<file path="src/rtl/branch_ctrl_pkg.sv">
// Shared definitions for the branch hazard controller: branch/state encodings,
// predictor reset value and the branch condition evaluation.
package branch_ctrl_pkg;

  typedef enum logic [2:0] {
    BR_BEQ = 3'b000,
    BR_BLE = 3'b001,
    BR_BNE = 3'b010,
    BR_BLT = 3'b011
  } br_type_e;

  typedef enum logic [1:0] {
    ST_IDLE    = 2'b00,
    ST_RESOLVE = 2'b01,
    ST_STALL   = 2'b10
  } state_e;

  localparam logic [1:0] PRED_RST = 2'b01;

  // Types 1xx are reserved and never taken.
  function automatic logic branch_taken(input logic [2:0] br_type,
                                        input logic zero, input logic neg);
    logic taken;
    taken = 1'b0;
    case (br_type)
      BR_BEQ:  taken = zero;
      BR_BLE:  taken = zero | neg;
      BR_BNE:  taken = ~zero;
      BR_BLT:  taken = neg;
      default: taken = 1'b0;
    endcase
    return taken;
  endfunction

endpackage

</file>
<file path="src/rtl/branch_pred_table.sv">
// Table of 2-bit saturating branch counters; lookup reads the pre-update value.
module branch_pred_table
  import branch_ctrl_pkg::*;
#(
  parameter int unsigned IDX_W = 4
) (
  input  logic             clk,
  input  logic             rst,
  input  logic [IDX_W-1:0] lookup_idx,
  output logic             lookup_taken,
  input  logic             upd_en,
  input  logic [IDX_W-1:0] upd_idx,
  input  logic             upd_taken
);

  logic [1:0] cnt [2**IDX_W];

  assign lookup_taken = cnt[lookup_idx][1];

  always_ff @(posedge clk) begin
    if (rst) begin
      for (int unsigned i = 0; i < 2**IDX_W; i++) begin
        cnt[IDX_W'(i)] <= PRED_RST;
      end
    end else if (upd_en) begin
      if (upd_taken && cnt[upd_idx] != 2'b11) begin
        cnt[upd_idx] <= cnt[upd_idx] + 2'd1;
      end else if (!upd_taken && cnt[upd_idx] != 2'b00) begin
        cnt[upd_idx] <= cnt[upd_idx] - 2'd1;
      end
    end
  end

endmodule

</file>
<file path="src/rtl/branch_hazard_ctrl.sv">
// Branch capture/resolve controller with load-use stall and flush generation.
// Optional predictor table enabled by defining BRANCH_PRED_EN.
module branch_hazard_ctrl
  import branch_ctrl_pkg::*;
#(
  parameter int unsigned PC_W       = 32,
  parameter int unsigned PRED_IDX_W = 4,
  parameter int unsigned CNT_W      = 16
) (
  input  logic            clk_i,
  input  logic            rst_i,
  input  logic            id_valid_i,
  input  logic            id_branch_i,
  input  logic [2:0]      id_type_i,
  input  logic [PC_W-1:0] id_pc_i,
  input  logic [PC_W-1:0] id_target_i,
  input  logic            id_uses_load_i,
  input  logic            ex_zero_i,
  input  logic            ex_neg_i,
  output logic            stall_o,
  output logic            flush_ifid_o,
  output logic            flush_idex_o,
  output logic            pc_sel_o,
  output logic [PC_W-1:0] redirect_pc_o,
  output logic            reserved_type_o,
  output logic [CNT_W-1:0] mispred_cnt_o
);

  state_e          state;
  logic            rst_q;
  logic [2:0]      slot_type;
  logic [PC_W-1:0] slot_pc;
  logic [PC_W-1:0] slot_target;
  logic            slot_pred;
  logic [CNT_W-1:0] cnt;

  logic active;
  logic branch_in_id;
  logic resolving;
  logic taken;
  logic mispred;
  logic stall;
  logic capture;
  logic pred_taken;
  logic pred_redirect;

  // The cycle after reset is held quiet as well, so nothing is stalled or captured.
  assign active       = !rst_i && !rst_q;
  assign branch_in_id = id_valid_i && id_branch_i;
  assign resolving    = active && (state == ST_RESOLVE);
  assign taken        = branch_taken(slot_type, ex_zero_i, ex_neg_i);
  assign mispred      = resolving && (taken != slot_pred);
  assign stall        = active && branch_in_id && id_uses_load_i &&
                        (state != ST_STALL) && !mispred;
  assign capture      = active && branch_in_id && !mispred &&
                        ((state == ST_STALL) || !id_uses_load_i);
  assign pred_redirect = capture && pred_taken;

`ifdef BRANCH_PRED_EN
  branch_pred_table #(
    .IDX_W(PRED_IDX_W)
  ) u_pred (
    .clk          (clk_i),
    .rst          (rst_i),
    .lookup_idx   (id_pc_i[PRED_IDX_W+1:2]),
    .lookup_taken (pred_taken),
    .upd_en       (resolving && !slot_type[2]),
    .upd_idx      (slot_pc[PRED_IDX_W+1:2]),
    .upd_taken    (taken)
  );
`else
  logic unused_cfg;
  assign unused_cfg = ^PRED_IDX_W;
  assign pred_taken = 1'b0;
`endif

  always_comb begin
    stall_o         = stall;
    flush_ifid_o    = mispred || pred_redirect;
    flush_idex_o    = mispred;
    pc_sel_o        = mispred || pred_redirect;
    reserved_type_o = resolving && slot_type[2];
    mispred_cnt_o   = rst_i ? '0 : cnt;
    redirect_pc_o   = '0;
    if (mispred) begin
      redirect_pc_o = taken ? slot_target : slot_pc + PC_W'(4);
    end else if (pred_redirect) begin
      redirect_pc_o = id_target_i;
    end
  end

  always_ff @(posedge clk_i) begin
    if (rst_i) begin
      state       <= ST_IDLE;
      rst_q       <= 1'b1;
      cnt         <= '0;
      slot_type   <= '0;
      slot_pc     <= '0;
      slot_target <= '0;
      slot_pred   <= 1'b0;
    end else begin
      rst_q <= 1'b0;
      if (mispred && cnt != '1) begin
        cnt <= cnt + 1'b1;
      end
      if (capture) begin
        state       <= ST_RESOLVE;
        slot_type   <= id_type_i;
        slot_pc     <= id_pc_i;
        slot_target <= id_target_i;
        slot_pred   <= pred_taken;
      end else if (stall) begin
        state <= ST_STALL;
      end else begin
        state <= ST_IDLE;
      end
    end
  end

endmodule

</file>
<file path="config.mk">
export PLATFORM = sky130hd
export DESIGN_NAME = branch_hazard_ctrl
export DESIGN_NICKNAME = d
export VERILOG_FILES = /design/src/rtl/branch_ctrl_pkg.sv /design/src/rtl/branch_pred_table.sv /design/src/rtl/branch_hazard_ctrl.sv
export SDC_FILE = /design/constraint.sdc
export NUM_CORES = 1
export LEC_CHECK = 0
export CORE_MARGIN = 3
export CORE_UTILIZATION = 40
export DETAILED_ROUTE_END_ITERATION = 10
export GPL_TIMING_DRIVEN = 0
export PLACE_DENSITY = 0.78
export SYNTH_ARGS = -nofsm -noshare
export SYNTH_HDL_FRONTEND = slang
export SYNTH_SLANG_ARGS = --single-unit
</file>
<file path="constraint.sdc">
create_clock -name clk_i -period 3 [get_ports clk_i]
set_clock_uncertainty 0.05 [all_clocks]
set_input_delay 0.6 -clock clk_i [delete_from_list [all_inputs] [get_ports clk_i]]
set_output_delay 0.6 -clock clk_i [all_outputs]
set_load 0.005 [all_outputs]
</file>
==> qor.yml <==
setup_path:
  end_kind: "output port"
  cp-startpoint: "rst_i"
  startpoint_type: "primary input"
  reg2reg_from: "slot_type[1]$_SDFFE_PP0P_"
  crit_required_ps: 2350
  worst_ep_arrival_time_ps: 2290
  path_class: "in -> out"
  cp_max_fo: 6
sta:
  clock.fmax_mhz: 340
  hold_slack_ps: 376
  finalHoldViolations: 0
  fin_crit_sh_pct: 98.1
  fin_crit_ps: 2940
  fin_ws_ps: 58.2
  rsz0062_at_grt: "yes"
  tns_ps: 0
  worstMarginPinSlew_ps: 542
  setup-violations-final: 0
  slew_violations: 0
  maxSlewHeadroom_pct: 63.8
final_layout:
  nets: 474
  area_growth_pct: 43.0
  fin_util_pct: 60.3
  num-fill-cells: 585
  fin_area_um2: 3890
  final_cell_mix: "56 x clkdlybuf4s50_1, 54 x dfxtp_1, 48 x nor2b_1"
  antennaDiodeCount: 0
  final_common_cell: "clkdlybuf4s50_1"
  instances_no_fill: 476
  drive_gt1_share_pct: 28.1
  multiInputGateArea_um2: 1490
  seqCellArea_um2: 1080
clock_network:
  clkTransAtPathRegs_ps: 90
  holdBufCountCts: 0
  insertion_delay_ps: 310
  numCtsBuffers: 5
  cts_root_buf: "clkbuf_8"
  cts_tree: "done"
  clock-sinks: 54
  htreeDepth: 2
  clockBufferDepth: 2
placed_design:
  port_buffers: 94
  gp_congestion: 0.842
  place_hpwl_mm: 5.03
  pre_cts_slack_ps: -1150
  placed_area_um2: 3760
  dp_cells: 457
detailed_routing:
  totalWireLength_mm: 6.92
  drtAntennaViolNets: 0
  via_per_inst: 4.96
  wl_per_cell_um: 14.5
  vias: 2362
  drtIter0Drc: 79
  first_pass_iters: 4
  drc: 0
pwr:
  peakVddDrop_mv: 0.263
  combPwrFrac_pct: 8.0
  finalPower_mw: 1.35
  power.internal_mw: 1.07
  leakage_nw: 1.69
  sequentialPowerShare_pct: 54.5
  clockPowerShare_pct: 37.6
  p_sw_share_pct: 20.8
  power.density_nw_per_um2: 346
  p_sw_mw: 0.280
synthesis:
  async_flop_share_pct: 0
  synth-seq-cells: 54
  yosysWarnings: 0
  synthFlopType: "dfxtp_1"
  synth-edff-count: 0
  seq_area_frac_synth_pct: 39.7
  synthCells: 286
  netlist_area_um2: 2720
  synth_area_per_cell_um2: 9.52
  yosysUniqueCellTypes: 36
  syn-num-nets: 361
die:
  row_count: 29
  coreArea_um2: 6460
  ios: 127
  die_width_um: 88.5
  die_area_um2: 7830
  initial_core_util_pct: 42.1
  die_y_um: 88.5
global_routing:
  grt_usage_pct: 18.0
  grt_pass1_wl_mm: 11.1
  antenna_found_initial: 0
  grt_pass1_vias: 2321
  grt_max_degree: 16
  globalRouteOverflowTotal: 0
status:
  outcome: "completed"
job:
  cap_violations: 0
worst_hold_path:
  min_from: "rst_i"
  hold_class: "in -> reg"
-- synth_stat cells (2+ instances only) --
cell type | n | area, um^2
nor4b_1 | 2 | 17.5
buf_4 | 4 | 30.0
dfxtp_1 | 54 | 1080
inv_1 | 6 | 22.5
a21oi_1 | 4 | 20.0
mux2_2 | 27 | 304
and2_1 | 33 | 206
clkbuf_1 | 12 | 45.0
nor3_1 | 10 | 50.1
o21ai_0 | 3 | 15.0
nor2b_1 | 48 | 300
nand2_1 | 7 | 26.3
buf_6 | 6 | 67.6
nand4b_1 | 3 | 26.3
nand3_1 | 6 | 30.0
mux2_1 | 19 | 214
nand4_1 | 5 | 31.3
nor2_1 | 19 | 71.3
-- final timing paths --
kind,to,slack [ps],cells past startpoint
max,redirect_pc_o[11],60,9
min,rst_q$_DFF_P_,380,1
max reg2reg,slot_target[10]$_SDFFE_PP0P_,680,7
min reg2reg,cnt[1]$_SDFFE_PP0P_,470,2
-- cell families (layout without fill, tap and decap cells) --
group / after synthesis / in the layout / share of synthesized area (%)
DFF: 54 / 54 / 39.7
adders and majority gates: 1 / 1 / 0.460
and+or+nand+nor: 142 / 142 / 30.7
buffers and inverters: 29 / 142 / 6.21
AOI/OAI and AO/OA: 14 / 14 / 3.91
muxes: 46 / 46 / 19.0
-- layout make-up --
cell class	instances	share of cell area, %
buffer	20	4.44
clock buffer	6	2.12
clock inverter	1	0.771
inverter	7	0.739
multi-input combinational	203	38.3
sequential	54	27.8
tap	77	2.48
timing repair buffer	108	23.4
-- worst max-delay path, stage by stage --
cell and delay, ps:
buf_2 110, buf_6 120, or4b_4 510, a311o_4 350, inv_4 90, buf_8 130
clkbuf_8 150, and2_1 120, buf_2 110
-- sequential cells by signal, summed over array words and instances (netlist names) --
signal       flops
slot_target     32
cnt             16
slot_type        3
state            2
rst_q            1
-- power by group through the flow --
| stage | registers [mW] | clock network (mW) | logic [mW] |
|---|---|---|---|
| finish | 0.734 | 0.506 | 0.107 |
| global route | 0.736 | 0.543 | 0.117 |
| CTS | 0.734 | 0.515 | 0.109 |
| detailed placement | 0.750 | 0 | 0.104 |
| global placement | 0.750 | 0 | 0.102 |
| floorplan | 0.749 | 0 | 0.0395 |
-- repair_timing --
action	CTS	global route
setup endpoints to repair	43	5
resized for setup	165	9
endpoints found under the hold margin	0	0
gates cloned	2	0
pin swaps	2	2
setup buffers	12	0
-- metal layers --
layer | vias to the layer above | GRT usage [%] | wire length [um] | share of wire [%]
met2 | 72 | 31.5 | 3480 | 50
met4 | 0 | 4.12 | 21 | 0.30
met1 | 1105 | 21.9 | 3010 | 44
met3 | 2 | 4.93 | 405 | 5.9
li1 | 1183 | - | - | -
met5 | - | 0 | 0 | 0
Note: power is estimated with default switching activity, not from simulation.
